[src/rtl/lc3b_mem_arbiter.sv]
// Merges the CPU instruction and data memory ports onto one physical memory port.
// Data has priority; a bounded streak counter guarantees instruction fetch progress.
module lc3b_mem_arbiter #(
   parameter int unsigned WIDTH        = 16,
   parameter int unsigned MAX_D_STREAK = 4
) (
   input  logic             clk,
   input  logic             rst_n,

   input  logic             i_mem_read,
   input  logic [WIDTH-1:0] i_mem_address,
   output logic             i_mem_resp,
   output logic [WIDTH-1:0] i_mem_rdata,

   input  logic             d_mem_read,
   input  logic             d_mem_write,
   input  logic [1:0]       d_mem_byte_enable,
   input  logic [WIDTH-1:0] d_mem_address,
   input  logic [WIDTH-1:0] d_mem_wdata,
   output logic             d_mem_resp,
   output logic [WIDTH-1:0] d_mem_rdata,

   output logic             pmem_read,
   output logic             pmem_write,
   output logic [1:0]       pmem_byte_enable,
   output logic [WIDTH-1:0] pmem_address,
   output logic [WIDTH-1:0] pmem_wdata,
   input  logic             pmem_resp,
   input  logic [WIDTH-1:0] pmem_rdata
);

   localparam int unsigned  SW    = 4;
   localparam logic [SW-1:0] MAX_S = SW'(MAX_D_STREAK);

   typedef enum logic [1:0] {IDLE, I_BUSY, D_BUSY} state_t;

   state_t        state;
   logic [SW-1:0] streak;

   logic d_req_c;
   logic grant_d_c;

   // Data wins unless the instruction side has already waited through a full streak.
   assign d_req_c   = d_mem_read | d_mem_write;
   assign grant_d_c = d_req_c && !(i_mem_read && (streak == MAX_S));

   assign i_mem_resp  = (state == I_BUSY) && pmem_resp;
   assign d_mem_resp  = (state == D_BUSY) && pmem_resp;
   assign i_mem_rdata = pmem_rdata;
   assign d_mem_rdata = pmem_rdata;

   // Arbitration FSM with registered physical-port outputs.
   always_ff @(posedge clk or negedge rst_n) begin
      if (!rst_n) begin
         state            <= IDLE;
         streak           <= '0;
         pmem_read        <= 1'b0;
         pmem_write       <= 1'b0;
         pmem_byte_enable <= 2'b00;
         pmem_address     <= '0;
         pmem_wdata       <= '0;
      end else begin
         case (state)
            IDLE: begin
               if (grant_d_c) begin
                  pmem_address <= d_mem_address;
                  pmem_wdata   <= d_mem_wdata;
                  if (d_mem_write) begin
                     pmem_write       <= 1'b1;
                     pmem_byte_enable <= d_mem_byte_enable;
                  end else begin
                     pmem_read        <= 1'b1;
                     pmem_byte_enable <= 2'b11;
                  end
                  if (i_mem_read)
                     streak <= (streak < MAX_S) ? streak + SW'(1) : MAX_S;
                  else
                     streak <= '0;
                  state <= D_BUSY;
               end else if (i_mem_read) begin
                  pmem_address     <= i_mem_address;
                  pmem_read        <= 1'b1;
                  pmem_byte_enable <= 2'b11;
                  pmem_wdata       <= '0;
                  streak           <= '0;
                  state            <= I_BUSY;
               end
            end
            I_BUSY, D_BUSY: begin
               if (pmem_resp) begin
                  pmem_read        <= 1'b0;
                  pmem_write       <= 1'b0;
                  pmem_byte_enable <= 2'b00;
                  state            <= IDLE;
               end
            end
            default: state <= IDLE;
         endcase
      end
   end

endmodule

[config.mk]
export PLATFORM = sky130hd
export DESIGN_NAME = lc3b_mem_arbiter
export DESIGN_NICKNAME = d
export VERILOG_FILES = /design/src/rtl/lc3b_mem_arbiter.sv
export SDC_FILE = /design/constraint.sdc
export NUM_CORES = 1
export LEC_CHECK = 0
export CORE_UTILIZATION = 38
export CTS_CLUSTER_SIZE = 20
export DETAILED_ROUTE_END_ITERATION = 16
export PLACE_DENSITY_LB_ADDON = 0.05
export SLEW_MARGIN = 20
export SYNTH_ARGS = -nofsm -noshare
export SYNTH_HDL_FRONTEND = slang
export SYNTH_SLANG_ARGS = --single-unit
[constraint.sdc]
create_clock -name clk -period 3 [get_ports clk]
set_clock_uncertainty 0.05 [all_clocks]
set_input_delay 0.75 -clock clk [delete_from_list [all_inputs] [get_ports clk]]
set_output_delay 0.75 -clock clk [all_outputs]
set_load 0.01 [all_outputs]
==> results of run 1 <==
## cell usage after synthesis, types with 2 or more instances
| cell | instances | area share |
|---|---|---|
| o41ai_1 | 2 | 0.0083 |
| dfrtp_1 | 42 | 0.50 |
| o2bb2ai_1 | 3 | 0.013 |
| o21ai_0 | 2 | 0.0048 |
| nand3_1 | 2 | 0.0048 |
| a21oi_1 | 2 | 0.0048 |
| buf_4 | 33 | 0.12 |
| buf_2 | 5 | 0.012 |
| and2_1 | 18 | 0.054 |
| ha_1 | 5 | 0.030 |
| nor2_1 | 3 | 0.0054 |
| a22o_1 | 17 | 0.071 |
| inv_1 | 6 | 0.011 |
| buf_6 | 3 | 0.016 |
| nand2_1 | 6 | 0.011 |
| a221o_1 | 16 | 0.076 |
## power by group through the flow
stage                     combinational (mW)  clock (mW)  sequential (mW)
final                                   1.43       0.447            0.987
after global routing                    1.55       0.488             1.02
after global placement                  1.43           0            0.981
after detailed placement                1.45           0            0.982
after CTS                               1.45       0.461            0.990
after floorplan                        0.726           0             1.08
## cells in the final DEF (no fill, tap or decap), types with 3 or more instances in the layout
| cell | synthesis | final |
|---|---|---|
| clkdlybuf4s50_1 | 0 | 92 |
| dfrtp_1 | 42 | 42 |
| and2_1 | 18 | 18 |
| a22o_1 | 17 | 17 |
| a221o_1 | 16 | 16 |
| inv_1 | 6 | 6 |
| nand2_1 | 6 | 6 |
| clkbuf_8 | 0 | 6 |
| ha_1 | 5 | 5 |
| nor2_1 | 3 | 3 |
| o2bb2ai_1 | 3 | 3 |
| buf_4 | 33 | 3 |
## worst max path at each step
stage	from	endpoint	slack, ps	cells past startpoint
floorplan	d_mem_read	pmem_address[10]	1010	6
global placement	pmem_resp	d_mem_resp	260	3
detailed placement	pmem_resp	i_mem_resp	240	3
CTS	pmem_resp	i_mem_resp	240	3
global route	pmem_resp	i_mem_resp	180	3
finish	pmem_resp	i_mem_resp	250	3
## stage by stage
step                  util  instance area [um2]  setup WS (ps)  cells  power (mW)
finish              0.5644                 2938          247.3    313       2.863
floorplan                -                 2100           1007    182       1.806
global placement    0.5428                 2825          263.1    306       2.408
detailed placement  0.5428                 2825          240.7    306       2.431
global route        0.5644                 2938          180.9    313       3.065
CTS                 0.5644                 2938          235.9    313       2.899
## critical path, stage by stage
cell	delay, ps
clkdlybuf4s50_1	540
and2_1	140
clkdlybuf4s50_1	520
## registers in the layout, summed over array words and instances, names as in the netlist
signal	flops
pmem_address	16
pmem_read	1
state	2
streak	4
pmem_write	1
pmem_wdata	16
pmem_byte_enable	2
## logic make-up after synthesis
logic type,after synthesis,share of synthesized area
adders and majority gates,5,0.02980
buffers and inverters,48,0.1585
and+or+nand+nor,38,0.1079
AOI/OAI and AO/OA,49,0.2032
DFF,42,0.5006
## routing by layer
layer	vias to the layer above	track usage	wire, um
met1	786	0.1992	2034
li1	742	-	-
met5	-	0	0
met4	0	0.07308	112
met3	18	0.05629	324
met2	62	0.3045	2413
## area by class of cell
class                   count  share of cell area
flip-flops and latches     42              0.3578
repair buffers             96              0.3228
clock inverters             1             0.01022
inverters                   6            0.007666
multi-input cells          92              0.2436
well taps                  70             0.02981
clock buffers               6             0.02811
==> flow_summary_export.csv, run 1 <==
group,metric,value,unit
timing,fmax,0.3633,GHz
routing,drc,0,
status,status,"finished clean",
synthesis,seq_area_frac_synth,0.5006,
timing,min_period,2753,ps
routing,ant_nets,0,
cts,cts_tree,"built",
die,die_h,76.33,um
pwr,switching_power,943.9,uW
die,fp.dieW,76.33,um
die,rows,26,
routing,first_pass_iters,4,
grt,grt_pass1_vias,1685,
setup_path,crit_required,2200,ps
timing,tightest_slew,906.9,ps
pwr,leakage,1.259,nW
setup_path,endpoint_kind,"primary output",
timing,relSlewSlack,0.3954,
grt,grt-ovfl-total,0,
timing,slew_viol_final,0,
routing,drt_wl_total,4884,um
synthesis,synth_cells,182,
job,maxCapViolCount,0,
pwr,p_int,1.919,mW
worst_hold_path,worstHoldStart,"pmem_wdata[14]",
worst_hold_path,hold_class,"flip-flop to flip-flop",
finish,area_delta_synth_final,39.93,%
cts,clock-sinks,42,
worst_hold_path,hold_depth,1,
pwr,pwr-share-seq,0.345,
routing,routed_via_density,5.137,
timing,hold_violations,0,
setup_path,start_kind,"primary input",
timing,rsz0062_at_grt,"no",
die,start_util,0.4034,
placed_design,dp_hpwl,3530,um
finish,antenna_cells,0,
cts,h-tree-depth,2,
setup_path,crit_arrival,1950,ps
finish,num-nets-final,320,
timing,setup_violations,0,
placed_design,place_congestion,0.7124,
finish,multi_input_area,715.7,um2
grt,grt_use_total,0.1760,
timing,period_share,0.9176,
routing,num_vias,1608,
pwr,pwr-share-clk,0.156,
setup_path,path_class,"primary input to primary output",
setup_path,r2r-end,"pmem_address[11]",
die,core_area,5205,um2
synthesis,ys_ff_latch,42,
worst_hold_path,min_to,"pmem_wdata[14]",
finish,nFillCells,458,
cts,numCtsBuffers,5,
synthesis,synth-async-reset-ratio,1.000,
setup_path,crit_fanout,5,
setup_path,worstRegToRegCells,6,
synthesis,yosysWarnings,0,
pwr,swShare,0.3297,
grt,antenna_found_initial,0,
cts,insertion_delay,290,ps
grt,grt_pass1_wl,8148,um
cts,cts-root-buf,"clkbuf_8",
pwr,vdd_drop_max,389.8,uV
finish,seq_area,1051,um2
synthesis,syn_area_per_cell,11.54,um2
synthesis,synth-main-ff-cell,"dfrtp_1",
pwr,power.density,974.4,nW/um2
cts,holdBufCountCts,0,
timing,tns,0,ps
finish,drive_gt1_frac,0.06996,
synthesis,synth_cell_types,33,
setup_path,rr_startpoint,"streak[0]",
cts,cts_resized,0,
pwr,power_frac_comb,0.499,
cts,clk_path_buf_depth,2,
cts,clk_pin_slew_worst_paths,70,ps
synthesis,synth_enable_flop_cells,0,
synthesis,netlist_area,2100,um2
routing,wl_per_cell,15.60,um
die,die_area,5826,um2
grt,grt_max_degree,43,
cts,post_cts_buffers,0,
synthesis,syn_nets,259,
die,ios,142,
setup_path,r2r_slack,1050,ps
placed_design,portBuffers,93,
routing,drt_iter0_markers,53,
timing,hold_ws,451.5,ps
(Power assumes the default switching activity.)
==> run 2: changes to the inputs <==
CORE_UTILIZATION = 50   (was 38)
DONT_BUFFER_PORTS = 1   (was not set)
==> flow_summary_export.csv, run 2 (synthesis gave the netlist of run 1 again) <==
group,metric,value,unit
die,die_h,66.80,um
finish,final_cells,200,
die,rows,23,
cts,post_cts_buffers,0,
routing,dr_wl_met2,2019,um
timing,hold_violations,0,
placed_design,postPlaceCellArea,1867,um2
cts,h-tree-depth,2,
placed_design,portBuffers,0,
cts,clk_path_buf_depth,2,
routing,drc,0,
setup_path,crit_required,3180,ps
setup_path,path_cells,"inv_1 -> ha_1 -> nand2b_1 -> buf_4 -> nor2_2 -> a221o_1",
timing,slew_viol_final,0,
die,start_util,0.5211,
cts,clk_pin_slew_worst_paths,80,ps
cts,cts-root-buf,"clkbuf_8",
die,fp.dieW,66.80,um
routing,first_pass_iters,4,
routing,wl_met3,459,um
setup_path,crit_arrival,2260,ps
routing,num_vias,1268,
timing,fmax,0.4802,GHz
setup_path,rr_startpoint,"state[0]",
grt,grt_use_total,0.1923,
timing,setup_violations,0,
status,status,"finished clean",
grt,antenna_found_initial,0,
finish,fin_util,0.4898,
finish,num-nets-final,226,
grt,grt-ovfl-total,0,
grt,grt_max_degree,43,
die,die_area,4462,um2
placed_design,dp.cells,192,
routing,drt_iter0_markers,63,
setup_path,r2r-end,"pmem_address[5]",
setup_path,crit_path_max_incr_delay,530,ps
routing,met1_length,1584,um
routing,ant_nets,0,
timing,rsz0062_at_grt,"no",
finish,layout_commonest_cell,"dfrtp_1",
cts,insertion_delay,290,ps
finish,final_cell_mix,"dfrtp_1, and2_1, a22o_1",
routing,wl_per_cell,20.93,um
cts,numCtsBuffers,5,
routing,drt_wl_total,4186,um
timing,setup_ws,917.5,ps
cts,holdBufCountCts,0,
pwr,power.density,1168,nW/um2
timing,tightest_slew,666.3,ps
setup_path,endpoint_kind,"flip-flop",
finish,drive_gt1_frac,0.09333,
worst_hold_path,hold_class,"primary input to async pin",
setup_path,slowest_stage,"nor2_2",
setup_path,worstRegToRegCells,6,
setup_path,path_class,"flip-flop to flip-flop",
cts,clock-sinks,42,
routing,routed_via_density,6.340,
timing,min_period,2083,ps
finish,nFillCells,377,
timing,period_share,0.6942,
finish,antenna_cells,0,
placed_design,place_congestion,0.7760,
grt,grt_pass1_wl,6106,um
finish,area_delta_synth_final,-6.019,%
finish,reg_top3,"pmem_address (16), pmem_wdata (16), streak (4)",
pwr,vdd_drop_max,620.6,uV
routing,highest-signal-layer,"met4",
die,ios,142,
cts,cts_tree,"built",
job,maxCapViolCount,0,
placed_design,dp_hpwl,3031,um
finish,final_cell_area,1973,um2
die,core_area,4029,um2
cts,cts_resized,0,
timing,relSlewSlack,0.5553,
pwr,power,2.305,mW
setup_path,start_kind,"flip-flop",
pwr,leakage,0.8898,nW
placed_design,dp_slack,829.9,ps
grt,grt_pass1_vias,1222,
setup_path,r2r_slack,920,ps
timing,tns,0,ps
timing,hold_ws,96.34,ps
setup_path,crit_fanout,21,
## run 2: cell count changes in the layout (fill, tap and decap cells not counted), sizes merged
cell,before,now
buf,4,2
clkdlybuf4s50,92,0
clkbuf,6,7
## run 2: cell type report
class,instances,area [um2],share of cell area
tap,50,62.56,0.03171
multi-input combinational,92,715.7,0.3627
sequential,42,1051,0.5327
inverter,6,22.52,0.01141
clock buffer,7,76.32,0.03868
clock inverter,1,30.03,0.01522
timing repair buffer,2,15.01,0.007609
## run 2: critical path, delay by kind of cell (launching register included)
family	cells	cell delay, ps
buffers and inverters	2	310
adder cells (fa/ha/maj)	1	320
AO/OA/AOI/OAI	1	260
AND/OR/NAND/NOR	2	650
flip-flops	1	420
## run 2: where the power goes
part	switching (mW)	internal (mW)
combinational	0.371	0.372
sequential	0.303	0.831
clock	0.179	0.249
## run 2: routing by layer
layer / GRT usage / up-vias
met5: 0 / -
li1: - / 554
met3: 0.1027 / 30
met1: 0.2094 / 605
met4: 0.1064 / 0
met2: 0.2967 / 79
## run 2: worst max path at each step
stage / endpoint / slack, ps / start
final: pmem_address[5] / 920 / state[0]
after global routing: pmem_address[0] / 810 / state[0]
after CTS: pmem_address[13] / 920 / state[0]
after detailed placement: pmem_address[10] / 830 / d_mem_read
after global placement: pmem_address[4] / 880 / d_mem_read
after floorplan: pmem_address[10] / 1010 / d_mem_read
==> run 3: changes to the inputs <==
clock period = 1.8 ns   (was 3 ns; I/O delays follow)
==> flow_summary_export.csv, run 3 (synthesis gave the netlist of run 1 again) <==
group,metric,value,unit
die,die_h,66.80,um
routing,first_pass_iters,4,
setup_path,worstRegToRegCells,6,
setup_path,start_kind,"flip-flop",
die,ios,142,
finish,seq_area,1051,um2
routing,routed_via_density,6.150,
timing,slew_viol_final,0,
routing,met1_length,1679,um
die,start_util,0.5211,
cts,clk_pin_slew_worst_paths,80,ps
pwr,power.density,1923,nW/um2
status,status,"finished clean",
setup_path,cpLargestDelayFamily,"compound AO/OA/AOI/OAI gates",
grt,antenna_found_initial,0,
routing,drc,0,
pwr,leakage,0.9248,nW
cts,numCtsBuffers,5,
setup_path,crit_fanout,16,
finish,drive_gt1_frac,0.1338,
finish,layout_commonest_cell,"dfrtp_1",
timing,fmax,0.5904,GHz
setup_path,r2r_slack,110,ps
setup_path,crit_path_max_incr_delay,420,ps
setup_path,crit_arrival,1810,ps
worst_hold_path,worstHoldStart,"d_mem_wdata[11]",
die,core_area,4029,um2
finish,num-nets-final,233,
timing,hold_violations,0,
routing,drt_iter0_markers,37,
setup_path,path_cells,"inv_1 -> ha_1 -> nand4b_2 -> o21a_2 -> and2_4 -> a221o_1",
grt,grt-ovfl-total,0,
finish,reg_top3,"pmem_address (16), pmem_wdata (16), streak (4)",
setup_path,endpoint_kind,"flip-flop",
setup_path,slowest_stage,"dfrtp_1",
grt,grt_use_total,0.1924,
worst_hold_path,hold_class,"primary input to flip-flop",
cts,clk_path_buf_depth,2,
setup_path,critPathBufInv,1,
timing,tightest_slew,390.8,ps
die,fp.dieW,66.80,um
routing,wl_met3,432,um
setup_path,crit_required,1920,ps
routing,wl_per_cell,20.48,um
placed_design,portBuffers,0,
finish,multi_input_area,730.7,um2
timing,rsz0062_at_grt,"no",
routing,dr_wl_met2,2011,um
timing,hold_ws,245.7,ps
setup_path,path_class,"flip-flop to flip-flop",
finish,nFillCells,381,
worst_hold_path,min_to,"pmem_wdata[11]",
timing,setup_violations,0,
placed_design,dp.cells,196,
die,rows,23,
routing,ant_nets,0,
routing,drt_wl_total,4240,um
pwr,vdd_drop_max,876.8,uV
job,maxCapViolCount,0,
cts,clock-sinks,42,
worst_hold_path,hold_depth,1,
finish,antenna_cells,0,
cts,cts_tree,"built",
placed_design,dp_hpwl,3044,um
timing,relSlewSlack,0.7388,
setup_path,r2r-end,"pmem_address[3]",
cts,cts-root-buf,"clkbuf_8",
grt,grt_pass1_wl,6154,um
grt,grt_pass1_vias,1244,
cts,insertion_delay,290,ps
grt,grt_max_degree,43,
setup_path,rr_startpoint,"streak[0]",
timing,min_period,1694,ps
finish,final_cell_mix,"dfrtp_1, and2_1, a22o_1",
finish,area_delta_synth_final,-2.444,%
routing,highest-signal-layer,"met4",
finish,final_cells,207,
timing,tns,0,ps
placed_design,place_congestion,0.7764,
timing,period_share,0.9410,
die,die_area,4462,um2
cts,h-tree-depth,2,
pwr,power,3.938,mW
routing,num_vias,1273,
cts,post_cts_buffers,0,
-- run 3: through the flow --
stage	util	setup WS, ps	cell area [um2]
floorplan	-	32.79	2100
global placement	0.4708	70.45	1897
detailed placement	0.4708	-34.78	1897
CTS	0.5059	34.87	2038
global route	0.5084	2.764	2048
finish	0.5084	106.3	2048
-- run 3: report_power, final --
group | switching, mW | internal (mW) | total, mW | leakage (nW)
Sequential | 0.506 | 1.38 | 1.89 | 0.518
Clock | 0.305 | 0.415 | 0.720 | 0.0524
Combinational | 0.650 | 0.676 | 1.33 | 0.354
Total | 1.46 | 2.48 | 3.94 | 0.925
-- run 3: final cells by class --
class,instances,share of cell area
tap,50,0.03054
inverter,6,0.01100
sequential,42,0.5131
clock buffer,7,0.03726
multi-input combinational,93,0.3568
timing repair buffer,8,0.03665
clock inverter,1,0.01466
-- run 3: what timing repair did --
| item | in CTS | in global routing |
|---|---|---|
| hold endpoints to repair | 42 | 0 |
| endpoints found under the setup margin | 16 | 17 |
| gates resized for setup | 1 | 1 |
| cloned | 0 | 1 |
| pin swaps | 0 | 1 |
| hold buffers | 2 | 0 |
-- run 3: worst max path at each step --
stage                   start  cells after the start  slack [ps]               end
detailed placement  streak[0]                      6         -30   pmem_address[3]
floorplan           streak[0]                      8          30  pmem_address[11]
CTS                 streak[0]                      6          30   pmem_address[3]
finish              streak[0]                      6         110   pmem_address[3]
global placement    streak[0]                      6          70   pmem_address[4]
global route        streak[0]                      6           3  pmem_address[13]
-- run 3: worst reg2reg max path, delay by kind of cell, from the launching register on --
family	cells	cell delay [ps]
compound gates	2	560
flops	1	420
simple gates	2	320
fa+ha+maj	1	150
buf+inv	1	70
-- run 3: per-layer routing --
layer,vias to the layer above,GRT usage
li1,571,-
met1,600,0.2223
met2,73,0.3005
met3,29,0.08733
met4,0,0.09309
met5,-,0
